File: src/rtl/seg_to_bin.sv
// seg_to_bin: converts two active-low 7-segment digits (g..a) to a 7-bit binary value via reverse double-dabble.
// Ports: clk, rst (sync, active-high); seg1/seg0 tens/units patterns; start request;
//        busy (not IDLE), done (one-cycle pulse), err (last pattern illegal), bin (0..99).
// Define BLANK_TENS_EN to accept a blank tens digit (1111111) as 0.
module seg_to_bin (
  input  logic       clk,
  input  logic       rst,
  input  logic [6:0] seg1,
  input  logic [6:0] seg0,
  input  logic       start,
  output logic       busy,
  output logic       done,
  output logic       err,
  output logic [6:0] bin
);
  typedef enum logic [1:0] {IDLE, SHIFT, DONE} state_t;
  state_t state_q, state_d;
  logic [7:0] bcd_q, bcd_d, acc_q, acc_d;
  logic [2:0] cnt_q, cnt_d;
  logic [6:0] bin_q, bin_d;
  logic err_q, err_d;
  logic [4:0] tens, units;
  logic [15:0] sh;
  // Returns {legal, bcd}.
  function automatic logic [4:0] dec(input logic [6:0] s);
    case (s)
      7'b1000000: dec = 5'h10;
      7'b1111001: dec = 5'h11;
      7'b0100100: dec = 5'h12;
      7'b0110000: dec = 5'h13;
      7'b0011001: dec = 5'h14;
      7'b0010010: dec = 5'h15;
      7'b0000010: dec = 5'h16;
      7'b1111000: dec = 5'h17;
      7'b0000000: dec = 5'h18;
      7'b0010000: dec = 5'h19;
      default:    dec = 5'h00;
    endcase
  endfunction
`ifdef BLANK_TENS_EN
  assign tens = (seg1 == 7'h7f) ? 5'h10 : dec(seg1);
`else
  assign tens = dec(seg1);
`endif
  assign units = dec(seg0);
  assign sh = {bcd_q, acc_q} >> 1;
  always_comb begin
    state_d = state_q;
    bcd_d = bcd_q;
    acc_d = acc_q;
    cnt_d = cnt_q;
    bin_d = bin_q;
    err_d = err_q;
    case (state_q)
      IDLE: if (start) begin
        bcd_d = {tens[3:0], units[3:0]};
        acc_d = '0;
        cnt_d = '0;
        state_d = (tens[4] && units[4]) ? SHIFT : DONE;
        if (!(tens[4] && units[4])) begin
          err_d = 1'b1;
          bin_d = '0;
        end
      end
      SHIFT: begin
        bcd_d[7:4] = (sh[15:12] >= 4'd8) ? sh[15:12] - 4'd3 : sh[15:12];
        bcd_d[3:0] = (sh[11:8] >= 4'd8) ? sh[11:8] - 4'd3 : sh[11:8];
        acc_d = sh[7:0];
        cnt_d = cnt_q + 3'd1;
        // After seven shifts the low binary bits sit in acc_q[7:1]; the eighth shift only fills the pipeline.
        if (cnt_q == 3'd7) begin
          bin_d = acc_q[7:1];
          err_d = 1'b0;
          state_d = DONE;
        end
      end
      DONE: state_d = IDLE;
      default: state_d = IDLE;
    endcase
  end
  always_ff @(posedge clk) begin
    if (rst) begin
      state_q <= IDLE;
      bcd_q <= '0;
      acc_q <= '0;
      cnt_q <= '0;
      bin_q <= '0;
      err_q <= 1'b0;
    end else begin
      state_q <= state_d;
      bcd_q <= bcd_d;
      acc_q <= acc_d;
      cnt_q <= cnt_d;
      bin_q <= bin_d;
      err_q <= err_d;
    end
  end
  assign busy = (state_q != IDLE);
  assign done = (state_q == DONE);
  assign err = err_q;
  assign bin = bin_q;
endmodule

File: config.mk
export PLATFORM = sky130hd
export DESIGN_NAME = seg_to_bin
export DESIGN_NICKNAME = d
export VERILOG_FILES = /design/src/rtl/seg_to_bin.sv
export SDC_FILE = /design/constraint.sdc
export NUM_CORES = 1
export LEC_CHECK = 0
export CORE_UTILIZATION = 52
export CTS_CLUSTER_DIAMETER = 100
export DETAILED_ROUTE_END_ITERATION = 10
export GPL_ROUTABILITY_DRIVEN = 0
export PLACE_DENSITY_LB_ADDON = 0.12
export SLEW_MARGIN = 40
export SYNTH_ARGS = -nofsm -noshare
export SYNTH_HDL_FRONTEND = slang
export SYNTH_SLANG_ARGS = --single-unit
File: constraint.sdc
create_clock -name clk -period 2.6 [get_ports clk]
set_clock_uncertainty 0.15 [all_clocks]
set_input_delay 0.26 -clock clk [delete_from_list [all_inputs] [get_ports clk]]
set_output_delay 0.26 -clock clk [all_outputs]
set_load 0.02 [all_outputs]
==> results.md, run 1 <==
* Status: complete, but fails checks
* Failing checks: DRC
* CP max stage delay at 0.62 ns
* Startpoint Class: register
* Setup bufs post-CTS at 0
* EDFF count, synth at 0
* Setup TNS at 0 ns
* Commonest cells post-synth: dfxtp_1, nor2_1, nand2_1, inv_1
* CTS tree: built
* CP max-delay cell: clkdlybuf4s50_1
* Switching portion of total power at 0.263
* Clock Tree Buf Depth at 2
* Min cycle time layout at 2.08 ns
* Port bufs at 26
* Die ar. at 3310 um^2
* GRT overflow at 0
* Clk sinks at 28
* Hold Violations, Final at 0
* Via count at 1510
* Power share of the combinational group at 0.174
* Power Total at 743 uW
* NetSw at 195 uW
* ANT cells at 0
* Clock-pin slew on the worst setup and hold paths at 0.15 ns
* Total Nets Final at 236
* Pwr Density at 393 nW/um^2
* Finished layout cell area at 1890 um^2
* Flops & latches, synth at 28
* Crit path max-delay family: buffers and inverters
* H-tree depth at 1
* Max Slew Vio Count at 0
* Max FO, Critical Path at 9
* Unrepaired setup endpoints after global routing: false
* Yosys top cell by area: dfxtp_1
* Core Region at 2830 um^2
* Post-synth top area share at 0.349
* Most frequent cell after synthesis: dfxtp_1
* Path type of the worst min-delay path: register to register
* Crit Reg-Reg Startpoint: cnt_q[0]
* Cts hold-fix bufs at 0
* Initial Util at 0.567
* Sequential share of power at 0.592
* Largest net degree at the start of global routing at 23
* Sequential share of the synthesized area at 0.349
* CTS root buf: clkbuf_4
* Peak VDD IR at 0.000332 V
* Mean Syn Cell Area at 8.35 um^2
* Internal power at 547 uW
* Routed Wire Length at 3480 um
* First-pass GRT wire length at 5890 um
* Cell count of the worst hold path at 2
* Clock Power Share at 0.234
* Leakage at 0.647 nW
* Layout cells sized above 1 at 0.0751
* Reg-to-reg critical path endpoint: bin[6]
* Setup crit end kind: primary output
* Period utilisation layout at 0.801
* DRT iter0 DRCs at 69
* Post-Syn Instances at 192
* Unique masters post-synth at 52
* Worst skew pair latency at 0.33 ns
* Top area cells in the synthesized netlist: dfxtp_1, nor2_1, a32oi_1, a22oi_1, ha_1
* Area of the mapped netlist at 1600 um^2
* Min-Delay Startpoint: bin[2]
* Max-Slew Margin vs Limit at 0.666
* Die Wd at 57.5 um
* Yosys warnings at 0
* Top Ports at 27
* Endpoints failing setup at 0
* Total CTS buffers at 3
* WHS at 0.331 ns
* FP Rows at 19
* Synth Net Count at 213
* WP data required at 2.19 ns
* Placed Area at 1870 um^2
* Cell-by-cell trace of the critical path: or2_1, clkdlybuf4s50_1
* Async S/R FF share, synth at 0
* Via count of the first global-routing pass at 1363
* Buf+Inv Stages, Crit Path at 1
* R2R Setup Slk at 0.78 ns
* WL/cell at 14.3 um
* GR Util All Layers at 0.224
* Cells on worst reg2reg path at 6
* Initial antenna violation count at 0
* Worst-margin pin slew at 0.499 ns
* Vias/cell at 6.19
* DRT Pass-1 Iters at 7
* Post-cts gate resize count at 0
* Post-DP HPWL at 2560 um
* Hold path endpoint: bin[2]
* Max Freq at 0.480 GHz
* Layout Area Growth over Synthesis at 17.9%
* Die Y at 57.5 um
* Post-synth top flop: dfxtp_1
* DR DRC count at 2
* Arr. time, crit path at 1.67 ns
* Maxcap violations at 0
* Kind of critical path: register to primary output
* DRT antenna net count at 0
[cell type report]
class | count | area [um^2]
repair buffers | 29 | 283
inverters | 12 | 45.0
clock buffers | 3 | 22.5
well taps | 31 | 38.8
multi-input cells | 141 | 942
flip-flops and latches | 28 | 561
fillers | 244 | 937
[through the flow]
stage / cells / worst slack, ns / utilization
floorplan: 192 / 1.02 / -
global placement: 241 / 0.548 / 0.661
detailed placement: 241 / 0.477 / 0.661
CTS: 244 / 0.523 / 0.669
global route: 244 / 0.451 / 0.669
finish: 244 / 0.516 / 0.669
[cell usage in the layout (no fill, tap or decap), types with 3 or more instances in the layout]
master	Yosys	routed
a21oi_1	5	5
a22oi_1	9	9
a32o_1	3	3
a32oi_1	8	8
buf_4	2	3
clkbuf_4	0	3
clkdlybuf4s50_1	0	26
dfxtp_1	28	28
ha_1	4	4
inv_1	11	11
nand2_1	13	13
nand3_1	5	5
nor2_1	26	26
nor2b_1	6	6
nor3_1	4	4
nor4_1	3	3
o211ai_1	3	3
o21ai_0	3	3
o21ai_1	9	9
xnor2_1	3	3
[flip-flops by register name (all words and copies together), names as in the netlist]
signal and cells:
cnt_q 3, err 1, bcd_q 8, state_q 2
bin 7, acc_q 7
[per-layer routing]
metal  up-vias  track usage  wire (um)
li1        748            -          -
met3         6       0.0408        176
met2        40        0.385       1640
met4         0       0.0453         31
met1       716        0.294       1630
met5         -            0          0
[power by group through the flow]
| stage | logic [mW] | registers (mW) | clock network [mW] |
|---|---|---|---|
| 2_1_floorplan | 0.0722 | 0.449 | 0 |
| 3_3_place_gp | 0.124 | 0.449 | 0 |
| 3_5_place_dp | 0.127 | 0.449 | 0 |
| 4_1_cts | 0.128 | 0.439 | 0.177 |
| 5_1_grt | 0.139 | 0.441 | 0.197 |
| 6_report | 0.129 | 0.440 | 0.174 |
[how the worst max path moves through the flow]
stage / endpoint / start / depth (start not counted)
6_report: busy / state_q[0] / 2
5_1_grt: busy / state_q[0] / 2
4_1_cts: busy / state_q[0] / 2
3_5_place_dp: err / seg0[5] / 6
3_3_place_gp: err / seg0[5] / 6
2_1_floorplan: bin[0] / cnt_q[0] / 7
[worst min-delay path, cell delays in order (launching register included)]
cell and delay, ns:
dfxtp_1 0.35, inv_1 0.05, o21ai_1 0.05
[cells by family (layout without fill, tap and decap cells)]
kind of cell,Yosys count,after routing,synth area share
AOI/OAI and AO/OA,58,58,0.291
xor gates and xnor gates,4,4,0.0218
adders and majority gates,4,4,0.0312
buffers and inverters,23,44,0.0632
DFF,28,28,0.349
muxes,1,1,0.00624
and+or+nand+nor,74,74,0.237
(Power assumes the default switching activity.)
==> run 2: changes to the inputs <==
Clock period 2.6 ns to 2 ns, I/O delays scaled along.
==> run 2 against run 1 <==
Compared with the run above:
- the flow still finishes with violations (DRC)
- worst setup slack worse by 0.42 ns
- design area increased by 5.0%
- final cell count rose by 3.7%
- core utilization rose by 3.4 points
- first-iteration DRC count grew 55%
- non-clock buffer count is 8 higher
- routed wire length is 9.0% higher
- sequential share of layout area down 1.3 points
- sequential power is 30% higher
- largest cell class unchanged
- combinational power rose by 39%
==> results.md, run 2 (same netlist as run 1, synthesis figures left out) <==
* Status: complete, but fails checks
* Failing checks: DRC
* Setup TNS at 0 ns
* Core Region at 2830 um^2
* Worst-margin pin slew at 0.427 ns
* Max reg flops at 8
* Largest net degree at the start of global routing at 23
* CTS root buf: clkbuf_4
* R2R Setup Slk at 0.09 ns
* Via count at 1529
* Via count of the first global-routing pass at 1418
* CTS tree: built
* Total Nets Final at 244
* CP dominant cell by count: ha_1
* Max Slew Vio Count at 0
* Top Ports at 27
* H-tree depth at 1
* Peak VDD IR at 0.000541 V
* ANT cells at 0
* Routed Wire Length at 3800 um
* Finished layout cell area at 1990 um^2
* Port bufs at 26
* Maxcap violations at 0
* Pwr Density at 565 nW/um^2
* CP max stage delay at 0.38 ns
* WHS at 0.338 ns
* Fin util at 0.702
* Cts hold-fix bufs at 0
* WL/cell at 15.0 um
* Clk sinks at 28
* Die Y at 57.5 um
* Initial antenna violation count at 0
* Clock-pin slew on the worst setup and hold paths at 0.17 ns
* Layout cells sized above 1 at 0.122
* Die Wd at 57.5 um
* Endpoints failing setup at 0
* Max FO, Critical Path at 7
* Arr. time, crit path at 2.01 ns
* Reg with most FFs: bcd_q
* Final std cells w/o fill at 253
* DRT Pass-1 Iters at 7
* Period utilisation layout at 0.954
* Leakage at 0.717 nW
* Initial Util at 0.567
* Most frequent cells in the layout: nor2_1, dfxtp_1, clkdlybuf4s50_1, nand2_1
* Worst skew pair latency at 0.35 ns
* Placed Cells at 249
* Total CTS buffers at 3
* Path type of the worst min-delay path: register to register
* Die ar. at 3310 um^2
* Placed Area at 1930 um^2
* WP data required at 2.10 ns
* Kind of critical path: register to register
* Vias/cell at 6.04
* DRT iter0 DRCs at 107
* Min cycle time layout at 1.91 ns
* DRT antenna net count at 0
* First-pass GRT wire length at 6540 um
* Max-Slew Margin vs Limit at 0.714
* Post-DP HPWL at 2890 um
* Setup crit end kind: register
* CP max-delay cell: dfxtp_1
* Startpoint Class: register
* Clock Tree Buf Depth at 2
* DR DRC count at 2
* GR Util All Layers at 0.252
* Max Freq at 0.524 GHz
* GRT overflow at 0
* Layout Area Growth over Synthesis at 23.9%
* FP Rows at 19
* Unrepaired setup endpoints after global routing: false
* Cell-by-cell trace of the critical path: ha_1, ha_1, mux2i_1, or2_0, a32oi_1, o21ai_1
* Hold Violations, Final at 0
run 2: power by group:
group | total [mW] | switching, mW | internal, mW | leakage (nW)
Sequential | 0.572 | 0.00581 | 0.566 | 0.227
Clock | 0.373 | 0.170 | 0.203 | 0.0279
Combinational | 0.179 | 0.0947 | 0.0842 | 0.462
run 2: worst max-delay path, delay by kind of cell (launching register included):
kind                     cells  cell delay [ns]
AO/OA/AOI/OAI                2             0.45
flip-flops                   1             0.38
multiplexers                 1             0.10
adder cells (fa/ha/maj)      2             0.42
AND/OR/NAND/NOR              1             0.34
run 2: per-layer routing:
layer | track usage | up-vias | part of all wire
met5 | 0 | - | 0
met4 | 0.0523 | 0 | 0.013
met3 | 0.0522 | 8 | 0.056
met2 | 0.407 | 48 | 0.47
met1 | 0.347 | 706 | 0.46
li1 | - | 767 | -
run 2: final timing paths:
check / startpoint / endpoint / cells after the start
hold reg to reg: bin[2] / bin[2] / 2
hold / removal: bin[2] / bin[2] / 2
setup reg to reg: cnt_q[0] / bin[5] / 6
setup / recovery: cnt_q[0] / bin[5] / 6
run 2: what timing repair did:
item / in CTS / in global routing
buffers inserted: 0 / 0
resized for setup: 1 / 2
endpoints found under the setup margin: 1 / 1
run 2: layout make-up:
cell class                      count  area (um^2)
Timing Repair Buffer               37          345
Inverter                           12         45.0
Sequential cell                    28          563
Fill cell                         226          842
Tap cell                           31         38.8
Clock buffer                        3         22.5
Clock inverter                      1         30.0
Multi-Input combinational cell    141          942
run 2: metrics by stage:
stage	setup WS, ns	power [mW]
2_1_floorplan	0.417	0.678
3_3_place_gp	0.0256	0.753
3_5_place_dp	-0.0898	0.760
4_1_cts	0.0510	1.13
5_1_grt	0.0523	1.17
6_report	0.0913	1.12
==> run 3: changes to the inputs <==
Settings changed: CORE_ASPECT_RATIO set to 2.
==> run 3 against run 2 <==
Compared with the run above:
- register-to-register slack improved by 0.13 ns
- routed wire length increased by 6.3%
- final cell count increased by 0.40%
- critical endpoint is now busy
- global-route usage increased by 2.2 points
- hold slack got worse by 0.0096 ns
- core utilization decreased by 2.3 points
- the run now ends clean
- largest cell class unchanged
- combinational power increased by 3%
- die area increased by 0.40%
- clock power decreased by 6.4%
- highest routed layer unchanged
- first-iteration DRC count decreased by 68%
==> results.md, run 3 (same netlist as run 1, synthesis figures left out) <==
* Largest net degree at the start of global routing at 20
* Placed Area at 1940 um^2
* Most common cell after layout, fill and taps aside: dfxtp_1
* First-pass GRT wire length at 6460 um
* Total CTS buffers at 3
* CP max-delay cell: clkdlybuf4s50_1
* DRT antenna net count at 0
* Layout cells sized above 1 at 0.125
* Max Freq at 0.540 GHz
* Total Nets Final at 246
* Max reg flops at 8
* Core Region at 2940 um^2
* Startpoint Class: register
* Top Ports at 27
* Peak VDD IR at 0.000315 V
* Worst skew pair latency at 0.27 ns
* GRT overflow at 0
* Hold Violations, Final at 0
* Max FO, Critical Path at 9
* CTS tree: built
* Pwr Density at 552 nW/um^2
* Die ar. at 3320 um^2
* Layout Area Growth over Synthesis at 24.6%
* WP data required at 1.65 ns
* Leakage at 0.712 nW
* Cell-by-cell trace of the critical path: or2_1, clkdlybuf4s50_1
* CP max stage delay at 0.62 ns
* Die Wd at 41.3 um
* Endpoints failing setup at 0
* Register area at 562 um^2
* Min cycle time layout at 1.85 ns
* Routed Wire Length at 4040 um
* Most frequent cells in the layout: dfxtp_1, nor2_1, clkdlybuf4s50_1, nand2_1, buf_4
* Period utilisation layout at 0.926
* H-tree depth at 1
* CTS root buf: clkbuf_8
* DRT Pass-1 Iters at 4
* Clock-pin slew on the worst setup and hold paths at 0.09 ns
* Via count of the first global-routing pass at 1544
* Clock Tree Buf Depth at 2
* Die Y at 80.5 um
* Arr. time, crit path at 1.50 ns
* Final std cells w/o fill at 254
* Setup crit end kind: primary output
* Max-Slew Margin vs Limit at 0.665
* DRT iter0 DRCs at 34
* Vias/cell at 6.19
* Port bufs at 26
* Maxcap violations at 0
* PnR worst setup slack at 0.148 ns
* Reg with most FFs: bcd_q
* Initial antenna violation count at 0
* DR DRC count at 0
* WHS at 0.329 ns
* GR Util All Layers at 0.274
* ANT cells at 0
* Placed Cells at 250
* Unrepaired setup endpoints after global routing: false
* Setup TNS at 0 ns
* Initial Util at 0.545
* Crit path max-delay family: buffers and inverters
* Finished layout cell area at 2000 um^2
* Pre-CTS WS at -0.0990 ns
* Worst-margin pin slew at 0.501 ns
* Clk sinks at 28
* Post-DP HPWL at 3160 um
* Path type of the worst min-delay path: register to register
* Buf+Inv Stages, Crit Path at 1
* Max Slew Vio Count at 0
* Area taken by multi-input logic gates at 942 um^2
* FP Rows at 28
* Kind of critical path: register to primary output
* WL/cell at 15.9 um
* Setup bufs post-CTS at 0
* Fill cells at 262
* Via count at 1573
* Status: complete, no violations
run 3: cell count changes in the layout (fill, tap and decap cells not counted):
cell	previous run	this run
clkdlybuf4s50_1	25	26
clkbuf_8	0	4
bufinv_16	1	0
dlymetal6s2s_1	1	0
dfxtp_2	2	1
clkbuf_4	3	0
buf_4	11	13
dfxtp_1	26	27
run 3: worst paths after layout:
path / from / to / slack (ns) / cells after the start
max: state_q[0] / busy / 0.15 / 2
min: bin[2] / bin[2] / 0.33 / 2
max reg2reg: cnt_q[0] / bin[0] / 0.22 / 6
min reg2reg: bin[2] / bin[2] / 0.33 / 2
run 3: stage by stage:
stage | total power [mW] | util
6_report | 1.10 | 0.679
3_3_place_gp | 0.762 | 0.660
4_1_cts | 1.11 | 0.679
2_1_floorplan | 0.678 | -
5_1_grt | 1.15 | 0.679
3_5_place_dp | 0.767 | 0.660
run 3: metal layers:
layer	vias to the layer above	part of all wire	global-route usage
met5	-	0	0
met4	0	0.030	0.152
met3	10	0.027	0.0138
met2	43	0.59	0.514
met1	747	0.35	0.259
li1	773	-	-
run 3: area by class of cell:
class / instances / share of cell area
Multi-Input combinational cell: 141 / 0.471
Sequential cell: 28 / 0.281
Timing Repair Buffer: 39 / 0.179
Clock buffer: 4 / 0.0275
Inverter: 12 / 0.0225
Tap cell: 30 / 0.0188
run 3: power breakdown:
| part | switching, mW | internal, mW | leakage, nW |
|---|---|---|---|
| registers | 0.00537 | 0.564 | 0.227 |
| logic | 0.0976 | 0.0874 | 0.456 |
| clock network | 0.172 | 0.176 | 0.0288 |
run 3: worst min-delay path, delay by kind of cell (launching register included):
kind	cells	cell delay, ns
DFF	1	0.33
buffers and inverters	1	0.05
AOI/OAI and AO/OA	1	0.05
run 3: repair_timing:
action,CTS,global route
endpoints found under the setup margin,0,1
hold buffers,0,0
gates resized for setup,0,1
